[src/rtl/mod_write_buffer.sv]
// Posted-write FIFO between the write-through cache and the SRAM data port.
// Writes are drained in order, one per de/rdy handshake, with a one-cycle
// de gap between accesses; rd_hazard flags a pending write to rd_addr.
module mod_write_buffer #(
  parameter int unsigned DEPTH = 4,
  parameter int unsigned PTR_W = 2
) (
  input  logic             clk,
  input  logic             rst,
  input  logic             wr_req,
  input  logic [31:0]      wr_addr,
  input  logic [31:0]      wr_data,
  output logic             wr_full,
  input  logic [31:0]      rd_addr,
  output logic             rd_hazard,
  output logic             empty,
  output logic [PTR_W:0]   count,
  output logic             sram_de,
  output logic             sram_drw,
  output logic [31:0]      sram_daddr,
  output logic [31:0]      sram_din,
  input  logic             sram_rdy
);

  localparam int unsigned AW = 32;
  localparam int unsigned DW = 32;
  localparam int unsigned CW = PTR_W + 1;

  typedef enum logic [1:0] {
    IDLE = 2'b00,
    BUSY = 2'b01,
    GAP  = 2'b10
  } state_t;

  state_t             state;
  logic [AW-1:0]      addr_mem [DEPTH];
  logic [DW-1:0]      data_mem [DEPTH];
  logic [DEPTH-1:0]   valid;
  logic [DEPTH-1:0]   hit;
  logic [PTR_W-1:0]   wr_ptr;
  logic [PTR_W-1:0]   rd_ptr;
  logic               push;
  logic               pop;

  // Full is refused even when a pop lands in the same cycle.
  assign wr_full = (count == CW'(DEPTH));
  assign push    = wr_req && !wr_full;
  assign pop     = (state == BUSY) && sram_rdy;

  // Payload storage; contents need no reset since valid bits qualify them.
  always_ff @(posedge clk) begin
    if (push) begin
      addr_mem[wr_ptr] <= wr_addr;
      data_mem[wr_ptr] <= wr_data;
    end
  end

  // Pointers, occupancy and per-entry valid bits.
  always_ff @(posedge clk or negedge rst) begin
    if (!rst) begin
      wr_ptr <= '0;
      rd_ptr <= '0;
      count  <= '0;
      valid  <= '0;
    end else begin
      if (push) begin
        wr_ptr         <= wr_ptr + PTR_W'(1);
        valid[wr_ptr]  <= 1'b1;
      end
      if (pop) begin
        rd_ptr         <= rd_ptr + PTR_W'(1);
        valid[rd_ptr]  <= 1'b0;
      end
      case ({push, pop})
        2'b10:   count <= count + CW'(1);
        2'b01:   count <= count - CW'(1);
        default: count <= count;
      endcase
    end
  end

  // Drain FSM: request, wait for rdy, then one idle cycle of de low.
  always_ff @(posedge clk or negedge rst) begin
    if (!rst) begin
      state   <= IDLE;
      sram_de <= 1'b0;
    end else begin
      case (state)
        IDLE: begin
          if (count != '0) begin
            state   <= BUSY;
            sram_de <= 1'b1;
          end
        end
        BUSY: begin
          if (sram_rdy) begin
            state   <= GAP;
            sram_de <= 1'b0;
          end
        end
        GAP: begin
          state   <= IDLE;
          sram_de <= 1'b0;
        end
        default: begin
          state   <= IDLE;
          sram_de <= 1'b0;
        end
      endcase
    end
  end

  // Per-entry address match against the pending read miss.
  for (genvar g = 0; g < DEPTH; g++) begin : g_hit
    assign hit[g] = valid[g] && (addr_mem[g] == rd_addr);
  end

  assign rd_hazard  = |hit;
  assign empty      = (count == '0) && (state == IDLE);
  assign sram_drw   = 1'b1;
  assign sram_daddr = addr_mem[rd_ptr];
  assign sram_din   = data_mem[rd_ptr];

endmodule

[config.mk]
export PLATFORM = sky130hd
export DESIGN_NAME = mod_write_buffer
export DESIGN_NICKNAME = d
export VERILOG_FILES = /design/src/rtl/mod_write_buffer.sv
export SDC_FILE = /design/constraint.sdc
export NUM_CORES = 1
export LEC_CHECK = 0
export CORE_MARGIN = 2
export CORE_UTILIZATION = 25
export DETAILED_ROUTE_END_ITERATION = 8
export GPL_TIMING_DRIVEN = 0
export SETUP_SLACK_MARGIN = 0.4
export SYNTH_ARGS = -nofsm -noshare
export SYNTH_HDL_FRONTEND = slang
export SYNTH_SLANG_ARGS = --single-unit
[constraint.sdc]
create_clock -name clk -period 5.7 [get_ports clk]
set_clock_uncertainty 0.2 [all_clocks]
set_input_delay 1.14 -clock clk [delete_from_list [all_inputs] [get_ports clk]]
set_output_delay 1.14 -clock clk [all_outputs]
set_load 0.005 [all_outputs]
==> impl_metrics.ini, run 1 <==
[floorplan]
start_util = 0.254
die_area_um2 = 46900
num_io_pins = 172
core_um2 = 44400
num_rows = 77
die_height_um = 217
die_width_um = 217

[worst_setup_path]
cp_max_fo = 4
reg2regPathDepth = 6
cp.arrival_ps = 3730
timing.critical_path.mode_cell = sky130_fd_sc_hd__clkdlybuf4s50_1
worstSetupPathType = input port to primary output
critical_path.cell_chain = clkdlybuf4s50_1, xor2_1, nor4_1, nand4_1, nor3_1, or4_1, clkdlybuf4s50_1
slowest_stage = sky130_fd_sc_hd__clkdlybuf4s50_1
timing.critical_path.slowest_cell_delay_ps = 650
rrSetupSlack_ps = 3150
worstPathBufferInverterCount = 2
cp_top_family = simple AND/OR/NAND/NOR gates
timing.rr.end = addr_mem[3][14]
required_time_of_the_critical_path_ps = 4360
endpoint_kind = primary output
worstReg2RegStart = count[0]
timing.critical_path.from_type = input port

[clocking]
clkSinkCount = 269
postCtsHoldBufs = 0
cts_root_buf = sky130_fd_sc_hd__clkbuf_16
clock_path_buffers = 3
cts-buffers-inserted = 31
path_clk_slew_ps = 60
cts-htree-levels = 1
clock_latency_ps = 570
post-cts-setup-buffer-count = 0
cts_tree = built
postcts_resize_cnt = 0

[global_routing]
grt_first_pass_wirelength_um = 43200
grt_antenna_before_repair = 5
gr-usage-all-layers = 0.127
globalRoute.totalOverflow = 0
grt_start_max_net_pins = 50
grt_pass1_vias = 6429

[timing]
max_slew.worst_pin.slew_ps = 946
timing.final.ws_setup_ps = 633
slew_headroom = 0.369
fin_crit_ps = 5070
clock.fmax_mhz = 197
number_of_failing_hold_endpoints_at_the_final_stage = 0
fin_crit_sh = 0.889
final-max-slew-violation-count = 0
grt_setup_unrepaired = false
setup-violations-final = 0

[final_layout]
layout.cells.non_filler = 1396
layout-drive-gt1-share = 0.158
postLayoutCoreUtil = 0.334
num-fill-cells = 4221
post-route-cell-area_um2 = 14800
nNetsFinal = 890
layout_overhead_on_the_synthesized_area_pct = 31.2

[route]
wirelength_um = 29900
antenna_violating_nets_post_route = 0
post_route_drc_violation_count = 0
drtPass1Iterations = 5
via_per_inst = 4.34
via_count = 6054
wire_per_inst_um = 21.4
violation_count_after_the_first_detailed_routing_iteration = 511

[synthesis]
yosys.area_share.xor_xnor = 0.103
share_of_synthesized_cell_area_in_full_adder_half_adder_and_majority_cells = 0.0117
muxShareOfSynthArea = 0.128
post_synth.cell_area_avg_um2 = 19.7
synth-warning-count = 0
netlist-cell-type-count = 28
dominant_combinational_cell_family_by_area_after_synthesis = multiplexers
synth_compound_area_frac = 0.00465
seq_area_frac_synth = 0.709
yosys_register_bits = 269
yosys.area_share.simple = 0.0327
synth_fp_nets = 683
synthCells = 573
post_synth_instance_area_um2 = 11300

[hold_path]
worstHoldPathCells = 1
holdPathEnd = state[0]
worst_hold_startpoint = state[1]
min-delay-path-class = flop to flop

[power]
total_leakage_power_uw = 0.00488
vdd_ir_drop_max_mv = 0.288
total_power_uw = 7050
power_density_nw_per_um2 = 476

[placement]
portBuffers = 170
gp_congestion = 0.861
pre_cts_ws_ps = 666
place_area_um2 = 13900
detailed_place_hpwl_um = 21000
post-place-cells = 1339

[status]
status = complete, no violations

[run]
drv.max_cap_violation_count = 0
flip-flops by register name, indices dropped and copies added, names as in the netlist:
| signal | count |
|---|---|
| wr_ptr | 2 |
| addr_mem | 128 |
| valid | 4 |
| count | 3 |
| state | 2 |
| data_mem | 128 |
| rd_ptr | 2 |
Yosys cell counts, drive strengths merged:
cell type	instances	area, um2
ha	9	113
and2	4	25.0
o21ai	2	10.0
conb	1	3.75
nor2	2	7.51
xnor2	7	61.3
nor2b	1	6.26
edfxtp	256	7690
a211oi	1	7.51
nand2	2	7.51
nor3	9	45.0
fa	1	20.0
mux4	64	1440
or4	1	7.51
buf	10	55.1
dfrtp	13	325
clkbuf	7	26.3
a2bb2oi	4	35.0
and3b	2	17.5
inv	8	30.0
and3	1	6.26
nand4	4	25.0
nand3	8	40.0
mux2i	1	10.0
nor4	28	175
or3	1	6.26
xor2	126	1100
placed cells by master (no fill, tap or decap), types with 3 or more instances in the layout:
cell type                         count
sky130_fd_sc_hd__mux4_2              64
sky130_fd_sc_hd__clkinv_1             7
sky130_fd_sc_hd__nor4_1              28
sky130_fd_sc_hd__xor2_1             126
sky130_fd_sc_hd__clkinvlp_4           3
sky130_fd_sc_hd__xnor2_1              7
sky130_fd_sc_hd__and2_4               4
sky130_fd_sc_hd__clkbuf_1            11
sky130_fd_sc_hd__nand4_1              4
sky130_fd_sc_hd__ha_1                 9
sky130_fd_sc_hd__dfrtp_1             13
sky130_fd_sc_hd__nand3_1              8
sky130_fd_sc_hd__clkinv_4             3
sky130_fd_sc_hd__nor3_1               9
sky130_fd_sc_hd__buf_2                8
sky130_fd_sc_hd__a2bb2oi_1            4
sky130_fd_sc_hd__clkbuf_16           31
sky130_fd_sc_hd__clkdlybuf4s50_1    170
sky130_fd_sc_hd__clkinv_2             5
sky130_fd_sc_hd__edfxtp_1           256
sky130_fd_sc_hd__inv_1                8
sky130_fd_sc_hd__buf_16               4
power breakdown:
part	switching (uW)	total, uW	internal (uW)
clock	788	1870	1080
combinational	1130	2400	1270
sequential	164	2780	2620
routing by layer:
metal  track usage  wire length [um]  part of all wire  up-vias
li1              -                 -                 -     2703
met5       0.00729                96            0.0032        -
met3        0.0389              2800             0.094       56
met4        0.0372               907             0.030       10
met2         0.202             13900              0.47      258
met1         0.165             12200              0.41     3027
through the flow:
stage          hold slack (ps)  TNS (ps)
2_1_floorplan              234         0
3_3_place_gp               264    -11650
3_5_place_dp               264         0
4_1_cts                    273         0
5_1_grt                    309         0
6_report                   268         0
how the worst max path moves through the flow:
stage	to	cells past startpoint	from	slack [ps]
final	rd_hazard	7	rd_addr[26]	630
after global routing	rd_hazard	7	rd_addr[26]	600
after CTS	rd_hazard	7	rd_addr[26]	660
after detailed placement	rd_hazard	7	rd_addr[26]	670
after global placement	data_mem[0][26]	4	wr_req	-140
after floorplan	addr_mem[0][0]	3	wr_req	2040
cell type report:
cell class                 instances  area (um2)  share of cell area
sequential                       269        8010               0.541
multi-input combinational        279        3180               0.215
timing repair buffer             174        1810               0.122
clock buffer                      35         791              0.0533
tap                              592         741              0.0500
clock inverter                    21         169              0.0114
buffer                            17        81.3             0.00549
inverter                           8        30.0             0.00203
antenna                            1        2.50            0.000169
cell families after synthesis:
family | count (synthesis)
AO/OA/AOI/OAI | 7
XOR/XNOR | 133
adder cells (fa/ha/maj) | 10
buffers and inverters | 25
flip-flops | 269
multiplexers | 65
other | 1
AND/OR/NAND/NOR | 63
(Power assumes the default switching activity.)
==> inputs of run 2 (changes only) <==
--- a/config.mk
+++ b/config.mk
@@ -8,6 +8,7 @@
 export CORE_MARGIN = 2
 export CORE_UTILIZATION = 25
 export DETAILED_ROUTE_END_ITERATION = 8
+export DONT_BUFFER_PORTS = 1
 export GPL_TIMING_DRIVEN = 0
 export SETUP_SLACK_MARGIN = 0.4
 export SYNTH_ARGS = -nofsm -noshare
==> run 2 against run 1 <==
- final cell count shrank 12%
- die area unchanged
- critical path depth decreased by 2
- cell area shrank 11%
- maximum frequency up 32%
- non-clock buffer count down 170
- power down 8.6%
- combinational power is 28% lower
- register-to-register slack lost 100 ps
- largest cell class unchanged
==> impl_metrics.ini, run 2 (synthesis gave the netlist of run 1 again) <==
[worst_setup_path]
reg2regPathDepth = 6
endpoint_kind = primary output
rrSetupSlack_ps = 3050
slowest_stage = sky130_fd_sc_hd__nor4_1
critical_path.cell_chain = xor2_1, nor4_1, nand3_1, nor3_1, or4_1
cp_max_fo = 4
timing.critical_path.slowest_cell_delay_ps = 550
cp.arrival_ps = 2500
required_time_of_the_critical_path_ps = 4360
timing.critical_path.from_type = input port
worstSetupPathType = input port to primary output
worstReg2RegStart = count[0]
timing.rr.end = data_mem[2][16]

[route]
metal1_wirelength_um = 11200
post_route_drc_violation_count = 0
dr_wl_met2_um = 14200
routed-wl-met3_um = 3820
drtPass1Iterations = 5
violation_count_after_the_first_detailed_routing_iteration = 383
wirelength_um = 29800
highest_layer = met4
via_count = 5424
wire_per_inst_um = 24.4
antenna_violating_nets_post_route = 0
via_per_inst = 4.44

[floorplan]
num_rows = 77
die_width_um = 217
die_area_um2 = 46900
start_util = 0.254
die_height_um = 217
core_um2 = 44400
num_io_pins = 172

[timing]
slew_headroom = 0.384
number_of_failing_hold_endpoints_at_the_final_stage = 0
timing.setup.tns_ps = 0
final-max-slew-violation-count = 0
fin_crit_sh = 0.674
clock.fmax_mhz = 260
max_slew.worst_pin.slew_ps = 924
grt_setup_unrepaired = false
fin_crit_ps = 3840
setup-violations-final = 0

[clocking]
clock_path_buffers = 3
cts-htree-levels = 1
path_clk_slew_ps = 60
postCtsHoldBufs = 0
post-cts-setup-buffer-count = 0
clkSinkCount = 269
cts_tree = built
clock_latency_ps = 570
cts-buffers-inserted = 31
cts_root_buf = sky130_fd_sc_hd__clkbuf_16
postcts_resize_cnt = 0

[global_routing]
grt_first_pass_wirelength_um = 42500
grt_antenna_before_repair = 0
grt_pass1_vias = 5857
grt_start_max_net_pins = 51
gr-usage-all-layers = 0.126
globalRoute.totalOverflow = 0

[placement]
detailed_place_hpwl_um = 21100
post-place-cells = 1169
portBuffers = 0
gp_congestion = 0.868

[run]
drv.max_cap_violation_count = 0

[final_layout]
layout.cells.most_common_list = sky130_fd_sc_hd__edfxtp_1 (256), sky130_fd_sc_hd__xor2_1 (126), sky130_fd_sc_hd__mux4_2 (64)
ff_latch_area_um2 = 8010
nNetsFinal = 720
antenna_cells_inserted = 0
mostFrequentLayoutCell = sky130_fd_sc_hd__edfxtp_1
multiInputGateArea_um2 = 3180
biggestRegsByFlops = addr_mem x128, data_mem x128, valid x4
layout-drive-gt1-share = 0.203
layout_overhead_on_the_synthesized_area_pct = 16.3
layout.cells.non_filler = 1222
postLayoutCoreUtil = 0.296
num-fill-cells = 4304

[power]
power_frac_clock = 0.300
power.switching_fraction = 0.306
total_leakage_power_uw = 0.00424
vdd_ir_drop_max_mv = 0.259
combinationalPowerShare = 0.267
power_frac_seq = 0.432
total_switching_power_uw = 1970
power_density_nw_per_um2 = 491
power_report.internal_total_uw = 4480

[hold_path]
min-delay-path-class = input port to async pin

[status]
status = complete, no violations
[run 2: changes by cell type in the layout (fill, tap and decap cells not counted), moves of 2 or more]
cell / before / now
sky130_fd_sc_hd__clkinv_2: 5 / 2
sky130_fd_sc_hd__clkinv_1: 7 / 1
sky130_fd_sc_hd__clkdlybuf4s50_1: 170 / 0
sky130_fd_sc_hd__clkinv_4: 3 / 6
sky130_fd_sc_hd__clkbuf_1: 11 / 13
sky130_fd_sc_hd__clkbuf_8: 0 / 5
sky130_fd_sc_hd__clkinvlp_4: 3 / 0
[run 2: how the worst max path moves through the flow]
stage / from / end / slack, ps / depth (start not counted)
6_report: rd_addr[25] / rd_hazard / 1860 / 5
5_1_grt: rd_addr[26] / rd_hazard / 1770 / 5
4_1_cts: rd_ptr[1] / sram_daddr[28] / 1800 / 3
3_5_place_dp: rd_addr[26] / rd_hazard / 1910 / 5
3_3_place_gp: wr_req / data_mem[1][23] / 300 / 3
2_1_floorplan: wr_req / addr_mem[0][0] / 2040 / 3
[run 2: final cells by class]
type,instances,area share
sequential,269,0.610
multi-input combinational,279,0.242
clock buffer,42,0.0660
tap,592,0.0563
clock inverter,11,0.00961
timing repair buffer,4,0.00781
buffer,17,0.00619
inverter,8,0.00228
[run 2: per-stage QoR]
stage	setup slack, ps	total power (uW)	cell area, um2	hold slack, ps
after global placement	298	4600	12000	256
after global routing	1770	6770	13100	30.2
after floorplan	2040	3960	11300	234
after CTS	1800	6580	13100	18.7
after detailed placement	1910	4620	12200	259
final	1860	6450	13100	61.5
[run 2: critical path: cells and delay by family]
kind / cells / cell delay [ps]
xor gates and xnor gates: 1 / 150
and+or+nand+nor: 4 / 1200
[run 2: power groups by stage]
stage / registers, uW / clock network [uW] / logic (uW)
after global placement: 2870 / 0 / 1730
final: 2790 / 1940 / 1720
after CTS: 2790 / 1990 / 1800
after floorplan: 2800 / 0 / 1160
after detailed placement: 2830 / 0 / 1790
after global routing: 2820 / 2070 / 1880
[run 2: metal layers]
layer  GRT usage  vias to the layer above
met5           0                        -
met1       0.153                     2811
met2       0.205                      224
met3      0.0601                       37
li1            -                     2352
met4      0.0267                        0
